$ cat config.mk
export PLATFORM = sky130hd
export DESIGN_NAME = rtc_burst_seq
export DESIGN_NICKNAME = d
export VERILOG_FILES = /design/src/rtl/rtc_pkg.sv /design/src/rtl/rtc_bus_phase.sv /design/src/rtl/rtc_burst_seq.sv
export SDC_FILE = /design/constraint.sdc
export NUM_CORES = 1
export LEC_CHECK = 0
export BUFFER_PORTS_ARGS = -buffer_cell sky130_fd_sc_hd__buf_2
export CORE_MARGIN = 10
export CORE_UTILIZATION = 40
export DETAILED_ROUTE_END_ITERATION = 7
export SYNTH_ARGS = -nofsm -noshare
export SYNTH_HDL_FRONTEND = slang
export SYNTH_SLANG_ARGS = --single-unit
$ cat constraint.sdc
create_clock -name clk -period 3.2 [get_ports clk]
set_clock_uncertainty 0.1 [all_clocks]
set_input_delay 0.32 -clock clk [delete_from_list [all_inputs] [get_ports clk]]
set_output_delay 0.32 -clock clk [all_outputs]
set_load 0.05 [all_outputs]
$ cat src/rtl/rtc_pkg.sv
// ============================================================================
// rtc_pkg : shared types, timing defaults and RTC address map for the burst
//           sequencer.                                      Rev 1.0
// ============================================================================
`default_nettype none

package rtc_pkg;

  localparam int BUS_W = 8;

  localparam int T_SU_DEF  = 2;
  localparam int T_PW_DEF  = 4;
  localparam int T_H_DEF   = 2;
  localparam int T_GAP_DEF = 2;

  localparam logic [BUS_W-1:0] ADDR_SEC  = 8'h21;
  localparam logic [BUS_W-1:0] ADDR_MIN  = 8'h22;
  localparam logic [BUS_W-1:0] ADDR_HOUR = 8'h23;
  localparam logic [BUS_W-1:0] ADDR_DAY  = 8'h24;
  localparam logic [BUS_W-1:0] ADDR_MON  = 8'h25;
  localparam logic [BUS_W-1:0] ADDR_YEAR = 8'h26;
  localparam logic [BUS_W-1:0] ADDR_CMD  = 8'hF0;

  typedef enum logic [3:0] {
    S_IDLE    = 4'd0,
    S_ADDR_SU = 4'd1,
    S_ADDR_PW = 4'd2,
    S_ADDR_H  = 4'd3,
    S_GAP_A   = 4'd4,
    S_DATA_SU = 4'd5,
    S_DATA_PW = 4'd6,
    S_DATA_H  = 4'd7,
    S_GAP_D   = 4'd8,
    S_DONE    = 4'd9
  } state_t;

  typedef enum logic [2:0] {
    STEP_NONE = 3'd0,
    STEP_SU   = 3'd1,
    STEP_PW   = 3'd2,
    STEP_H    = 3'd3,
    STEP_GAP  = 3'd4
  } step_t;

  function automatic step_t step_of(input state_t s);
    case (s)
      S_ADDR_SU, S_DATA_SU: return STEP_SU;
      S_ADDR_PW, S_DATA_PW: return STEP_PW;
      S_ADDR_H,  S_DATA_H:  return STEP_H;
      S_GAP_A,   S_GAP_D:   return STEP_GAP;
      default:              return STEP_NONE;
    endcase
  endfunction

  function automatic logic is_data_state(input state_t s);
    return (s == S_DATA_SU) || (s == S_DATA_PW) || (s == S_DATA_H);
  endfunction

endpackage

`default_nettype wire

$ cat src/rtl/rtc_bus_phase.sv
// ============================================================================
// rtc_bus_phase : phase timer and registered strobe generator for one
//                 address or data phase of an RTC access.   Rev 1.0
// ============================================================================
`default_nettype none

module rtc_bus_phase
  import rtc_pkg::*;
#(
  parameter int T_SU  = T_SU_DEF,
  parameter int T_PW  = T_PW_DEF,
  parameter int T_H   = T_H_DEF,
  parameter int T_GAP = T_GAP_DEF
) (
  input  logic  clk,
  input  logic  rst_n,
  input  logic  enter,
  input  step_t step,
  input  logic  is_data,
  input  logic  is_read,
  output logic  tmr_zero,
  output logic  cs,
  output logic  rd,
  output logic  wr,
  output logic  a_d,
  output logic  dq_oe
);

  localparam int TW = 8;

  logic [TW-1:0] tmr_q;
  logic [TW-1:0] load_val;
  logic          cs_nx, rd_nx, wr_nx, a_d_nx, oe_nx;

  // Strobes are decoded from the step being entered and then registered,
  // so every edge lines up with a state boundary and cannot glitch.
  always_comb begin
    load_val = '0;
    cs_nx    = 1'b1;
    rd_nx    = 1'b1;
    wr_nx    = 1'b1;
    a_d_nx   = 1'b1;
    oe_nx    = 1'b0;
    case (step)
      STEP_SU:  load_val = TW'(T_SU - 1);
      STEP_PW:  load_val = TW'(T_PW - 1);
      STEP_H:   load_val = TW'(T_H - 1);
      STEP_GAP: load_val = TW'(T_GAP - 1);
      default:  load_val = '0;
    endcase
    if (step == STEP_SU || step == STEP_PW || step == STEP_H) begin
      cs_nx  = 1'b0;
      a_d_nx = is_data;
      oe_nx  = !(is_data && is_read);
      if (step == STEP_PW) begin
        if (is_data && is_read) rd_nx = 1'b0;
        else                    wr_nx = 1'b0;
      end
    end
  end

  assign tmr_zero = (tmr_q == '0);

  always_ff @(posedge clk or negedge rst_n) begin
    if (!rst_n) begin
      tmr_q <= '0;
      cs    <= 1'b1;
      rd    <= 1'b1;
      wr    <= 1'b1;
      a_d   <= 1'b1;
      dq_oe <= 1'b0;
    end else begin
      if (enter)              tmr_q <= load_val;
      else if (tmr_q != '0)   tmr_q <= tmr_q - 1'b1;
      cs    <= cs_nx;
      rd    <= rd_nx;
      wr    <= wr_nx;
      a_d   <= a_d_nx;
      dq_oe <= oe_nx;
    end
  end

endmodule

`default_nettype wire

$ cat src/rtl/rtc_burst_seq.sv
// ============================================================================
// rtc_burst_seq : moves a block of RTC time/date registers between register
//                 RAM and the RTC parallel bus, optional commit. Rev 1.0
// ============================================================================
`default_nettype none

module rtc_burst_seq
  import rtc_pkg::*;
#(
  parameter int               N_REGS    = 6,
  parameter logic [BUS_W-1:0] ADDR_BASE = ADDR_SEC,
  parameter logic [BUS_W-1:0] CMD_ADDR  = ADDR_CMD,
  parameter bit               COMMIT_EN = 1'b1,
  parameter int               T_SU      = T_SU_DEF,
  parameter int               T_PW      = T_PW_DEF,
  parameter int               T_H       = T_H_DEF,
  parameter int               T_GAP     = T_GAP_DEF
) (
  input  logic             clk,
  input  logic             rst_n,
  input  logic             start,
  input  logic             mode,
  output logic             busy,
  output logic             done,
  output logic             a_d,
  output logic             cs,
  output logic             rd,
  output logic             wr,
  output logic [BUS_W-1:0] dq_out,
  output logic             dq_oe,
  input  logic [BUS_W-1:0] dq_in,
  output logic [3:0]       ram_idx,
  output logic             ram_rd_en,
  output logic             ram_wr_en,
  output logic [BUS_W-1:0] ram_wdata,
  input  logic [BUS_W-1:0] ram_rdata
);

  state_t           state_q, next_state;
  logic             accept, enter, tmr_zero;
  logic             mode_q, mode_nx;
  logic [3:0]       k_q, k_nx, last_idx;
  logic             commit_nx, rd_pend;
  logic [BUS_W-1:0] wbyte_q, dq_out_nx;
  logic             ram_rd_en_nx, ram_wr_en_nx;
  step_t            step_nx;
  logic             data_nx;

  assign last_idx = (mode_q && COMMIT_EN) ? 4'(N_REGS) : 4'(N_REGS - 1);

  // DONE also accepts start so back-to-back bursts leave busy low one cycle.
  always_comb begin
    next_state = state_q;
    accept     = 1'b0;
    case (state_q)
      S_IDLE:    if (start) begin next_state = S_ADDR_SU; accept = 1'b1; end
      S_ADDR_SU: if (tmr_zero) next_state = S_ADDR_PW;
      S_ADDR_PW: if (tmr_zero) next_state = S_ADDR_H;
      S_ADDR_H:  if (tmr_zero) next_state = S_GAP_A;
      S_GAP_A:   if (tmr_zero) next_state = S_DATA_SU;
      S_DATA_SU: if (tmr_zero) next_state = S_DATA_PW;
      S_DATA_PW: if (tmr_zero) next_state = S_DATA_H;
      S_DATA_H:  if (tmr_zero) next_state = S_GAP_D;
      S_GAP_D:   if (tmr_zero) next_state = (k_q == last_idx) ? S_DONE : S_ADDR_SU;
      S_DONE: begin
        if (start) begin next_state = S_ADDR_SU; accept = 1'b1; end
        else             next_state = S_IDLE;
      end
      default:   next_state = S_IDLE;
    endcase
  end

  assign enter   = (next_state != state_q);
  assign step_nx = step_of(next_state);
  assign data_nx = is_data_state(next_state);

  always_comb begin
    mode_nx = accept ? mode : mode_q;
    k_nx    = k_q;
    if (accept)
      k_nx = '0;
    else if (state_q == S_GAP_D && next_state == S_ADDR_SU)
      k_nx = k_q + 4'd1;
    commit_nx = mode_nx && COMMIT_EN && (k_nx == 4'(N_REGS));
    dq_out_nx = '0;
    case (next_state)
      S_ADDR_SU, S_ADDR_PW, S_ADDR_H:
        dq_out_nx = commit_nx ? CMD_ADDR : ADDR_BASE + {4'd0, k_nx};
      S_DATA_SU, S_DATA_PW, S_DATA_H:
        if (mode_nx) dq_out_nx = wbyte_q;
      default: dq_out_nx = '0;
    endcase
    ram_rd_en_nx = mode_nx && (next_state == S_ADDR_SU) && (state_q != S_ADDR_SU);
    ram_wr_en_nx = !mode_q && (state_q == S_DATA_PW) && (next_state == S_DATA_H);
  end

  always_ff @(posedge clk or negedge rst_n) begin
    if (!rst_n) state_q <= S_IDLE;
    else        state_q <= next_state;
  end

  always_ff @(posedge clk or negedge rst_n) begin
    if (!rst_n) begin
      mode_q    <= 1'b0;
      k_q       <= '0;
      rd_pend   <= 1'b0;
      wbyte_q   <= '0;
      busy      <= 1'b0;
      done      <= 1'b0;
      dq_out    <= '0;
      ram_idx   <= '0;
      ram_rd_en <= 1'b0;
      ram_wr_en <= 1'b0;
      ram_wdata <= '0;
    end else begin
      mode_q    <= mode_nx;
      k_q       <= k_nx;
      rd_pend   <= ram_rd_en;
      if (rd_pend) wbyte_q <= ram_rdata;
      busy      <= (next_state != S_IDLE) && (next_state != S_DONE);
      done      <= (next_state == S_DONE);
      dq_out    <= dq_out_nx;
      ram_idx   <= k_nx;
      ram_rd_en <= ram_rd_en_nx;
      ram_wr_en <= ram_wr_en_nx;
      // dq_in is taken on the last strobe cycle, when the RTC data is settled.
      if (ram_wr_en_nx) ram_wdata <= dq_in;
    end
  end

  rtc_bus_phase #(
    .T_SU  (T_SU),
    .T_PW  (T_PW),
    .T_H   (T_H),
    .T_GAP (T_GAP)
  ) u_phase (
    .clk      (clk),
    .rst_n    (rst_n),
    .enter    (enter),
    .step     (step_nx),
    .is_data  (data_nx),
    .is_read  (!mode_nx),
    .tmr_zero (tmr_zero),
    .cs       (cs),
    .rd       (rd),
    .wr       (wr),
    .a_d      (a_d),
    .dq_oe    (dq_oe)
  );

endmodule

`default_nettype wire

==> impl_metrics.py <==
metrics = {
    "placement": {
        "placed_cell_area_sq_um": 2840,
        "place_congestion": 0.7722,
        "placedCellCount": 351,
        "io_buffers": 48,
        "hpwl_mm": 4.139,
    },
    "cells_and_area": {
        "utilization_pct": 49.50,
        "multiInputGateArea_sq_um": 1116,
        "fillCellCount": 555,
        "drive_above_1_share_pct": 33.33,
        "final_cells": 360,
        "syn_to_final_growth_pct": 19.84,
        "regArea_sq_um": 1281,
        "mostFrequentLayoutCells": "buf_2, dfrtp_1, nor2_1, mux2_2, nand2_1",
        "fin_nets": 308,
        "final_area_sq_um": 2948,
        "n_antenna_cell": 0,
        "final_common_cell": "buf_2",
    },
    "sta": {
        "period_share_pct": 88.11,
        "fmax_ghz": 0.3547,
        "tns_ns": 0,
        "slew_headroom_pct": 56.05,
        "hold_viol_final": 0,
        "drv_slew": 0,
        "rsz0062_at_grt": "false",
        "setup-violations-final": 0,
        "tightest_slew_ns": 0.6564,
        "min_period_ns": 2.819,
    },
    "min_path": {
        "min_from": "ram_rdata[4]",
        "hold_depth": 2,
        "holdCritPathClass": "in -> reg",
    },
    "power": {
        "vdd_ir_drop_max_mv": 0.1886,
        "powerDensity_nw_per_um2": 366.0,
        "leakagePower_uw": 0.001424,
        "p_total_uw": 1079,
    },
    "route": {
        "ant_nets": 0,
        "totalWireLength_mm": 5.636,
        "vias_per_cell": 5.069,
        "first_iter_violations": 93,
        "first_pass_iters": 4,
        "route.detailed.drc": 0,
        "wire_per_inst_um": 15.66,
        "via_count": 1825,
    },
    "die": {
        "core.rowCount": 28,
        "coreArea_sq_um": 5956,
        "fp.dieW_um": 98.42,
        "die_y_um": 98.42,
        "die_area_sq_um": 9687,
        "start_util_pct": 41.30,
        "io_pins": 49,
    },
    "critical_path": {
        "rr_startpoint": "u_phase.tmr_q[0]$_DFFE_PN0P_",
        "ff2ff_path_depth": 12,
        "path_cells": "inv_1 > ha_1 > nor4b_2 > nand3_1 > nor2b_2 > xnor2_1 > nor2_1 > inv_1 > ha_1 > nand3_1 > or4b_1 > o311ai_0",
        "cp-end-kind": "flip-flop",
        "startpoint": "u_phase.tmr_q[0]$_DFFE_PN0P_",
        "worst-setup-path-type": "reg -> reg",
        "cpPeakStageDelay_ns": 0.43,
        "cp.required_ns": 3.30,
        "cp.arrival_ns": 2.92,
        "path_max_fanout": 4,
        "crit_path_start_kind": "flip-flop",
        "cpMaxStageDelayCell": "or4b_1",
    },
    "synthesis": {
        "syn_area_sq_um": 2460,
        "syn-mean-instance-area_sq_um": 10.88,
        "synthArstFlopShare_pct": 100.0,
        "synth_ff_type": "dfrtp_1",
        "synth_nets": 250,
        "yosysUniqueCellTypes": 48,
        "synth-warning-count": 0,
        "synth-seq-cells": 51,
        "synth-edff-count": 0,
        "seq_area_frac_synth_pct": 52.09,
        "syn_inst": 226,
    },
    "clock_tree": {
        "clockRootBuffer": "clkbuf_8",
        "postCtsSetupRepairBufs": 0,
        "cts.clk_slew.worst_paths_ns": 0.10,
        "cts_tree": "done",
        "numCtsBuffers": 5,
        "clock_latency_ns": 0.31,
        "cts.path.max_buffers": 2,
        "htreeDepth": 2,
        "cts_sinks": 51,
    },
    "global_route": {
        "grt_usage_pct": 11.99,
        "grt_pass1_wl_mm": 9.798,
        "grt_overflow": 0,
        "grt_antenna_before_repair": 0,
        "grt_pass1_vias": 1958,
        "grt_max_degree": 27,
    },
    "run": {
        "drv_cap": 0,
    },
    "outcome": {
        "status": "finished clean",
    },
}
## worst max-delay path, delay by kind of cell, from the launching register on
family | cells | cell delay, ns
compound gates | 1 | 0.09
xor+xnor | 1 | 0.08
fa+ha+maj | 2 | 0.41
buf+inv | 2 | 0.16
flops | 1 | 0.41
simple gates | 6 | 1.47
## synth_stat cells (6+ instances only)
| cell type | number | area, sq um |
|---|---|---|
| clkbuf_1 | 7 | 26.28 |
| xnor2_1 | 6 | 52.55 |
| mux2_2 | 16 | 180.2 |
| nand3_1 | 6 | 30.03 |
| nor3_1 | 8 | 40.04 |
| nand2b_1 | 6 | 37.54 |
| a21oi_1 | 8 | 40.04 |
| and3_1 | 6 | 37.54 |
| o21ai_0 | 8 | 40.04 |
| nand2_1 | 14 | 52.55 |
| inv_1 | 10 | 37.54 |
| nor2_1 | 20 | 75.07 |
| dfrtp_1 | 47 | 1176 |
## area by class of cell
| class | instances | share of cell area (%) |
|---|---|---|
| clock inverters | 2 | 0.4669 |
| flip-flops and latches | 51 | 43.46 |
| inverters | 10 | 1.273 |
| repair buffers | 60 | 11.29 |
| well taps | 75 | 3.183 |
| clock buffers | 6 | 2.462 |
| multi-input cells | 156 | 37.86 |
## flip-flops by register name, summed over array words and instances, names as in the netlist
name,count
rd_pend,1
u_phase.cs,1
u_phase.dq_oe,1
k_q,4
ram_wdata,8
dq_out,8
wbyte_q,8
ram_rd_en,1
busy,1
u_phase.a_d,1
u_phase.wr,1
mode_q,1
u_phase.rd,1
state_q,4
done,1
u_phase.tmr_q,8
ram_wr_en,1
## through the flow
stage                     hold slack (ns)  setup WS [ns]
after floorplan                  -0.07559         0.3473
after global placement             0.2597         0.4034
after detailed placement           0.2658         0.2899
after CTS                          0.1266         0.3117
after global routing               0.1320        0.03346
final                              0.1354         0.3806
## power by group
part           leakage [uW]  switching, uW  internal (uW)  total [uW]
clock             0.0000452            216            155         371
combinational      0.000724           38.1           18.4        56.5
sequential         0.000655           2.42            649         652
total               0.00142            256            823        1080
## final timing paths
kind | endpoint | slack, ns
max | dq_out[2]$_DFF_PN0_ | 0.38
min | wbyte_q[4]$_DFFE_PN0P_ | 0.14
max reg2reg | dq_out[2]$_DFF_PN0_ | 0.38
min reg2reg | rd_pend$_DFF_PN0_ | 0.28
max in group asynchronous | u_phase.cs$_DFF_PN1_ | 1.77
min in group asynchronous | k_q[0]$_DFF_PN0_ | 0.45
## logic make-up (layout without fill, tap and decap cells)
| family | after synthesis | after routing | synth area share [%] |
|---|---|---|---|
| adder cells (fa/ha/maj) | 4 | 4 | 2.035 |
| XOR/XNOR | 11 | 11 | 3.916 |
| AND/OR/NAND/NOR | 84 | 84 | 20.09 |
| buffers and inverters | 19 | 78 | 3.001 |
| multiplexers | 18 | 18 | 8.291 |
| AO/OA/AOI/OAI | 39 | 39 | 10.58 |
| flip-flops | 51 | 51 | 52.09 |
## timing repair
item | in CTS | in global routing
hold buffers | 1 | 0
gates resized for setup | 0 | 2
endpoints found under the setup margin | 0 | 1
endpoints found under the hold margin | 25 | 0
## routing by layer
layer / wire (um) / track usage, % / vias to the layer above
li1: - / - / 919
met1: 2701 / 15.68 / 864
met2: 2602 / 18.76 / 38
met3: 261 / 2.933 / 4
met4: 70 / 4.300 / 0
met5: 0 / 0 / -
No activity file was read; power rests on OpenSTA's default activity.
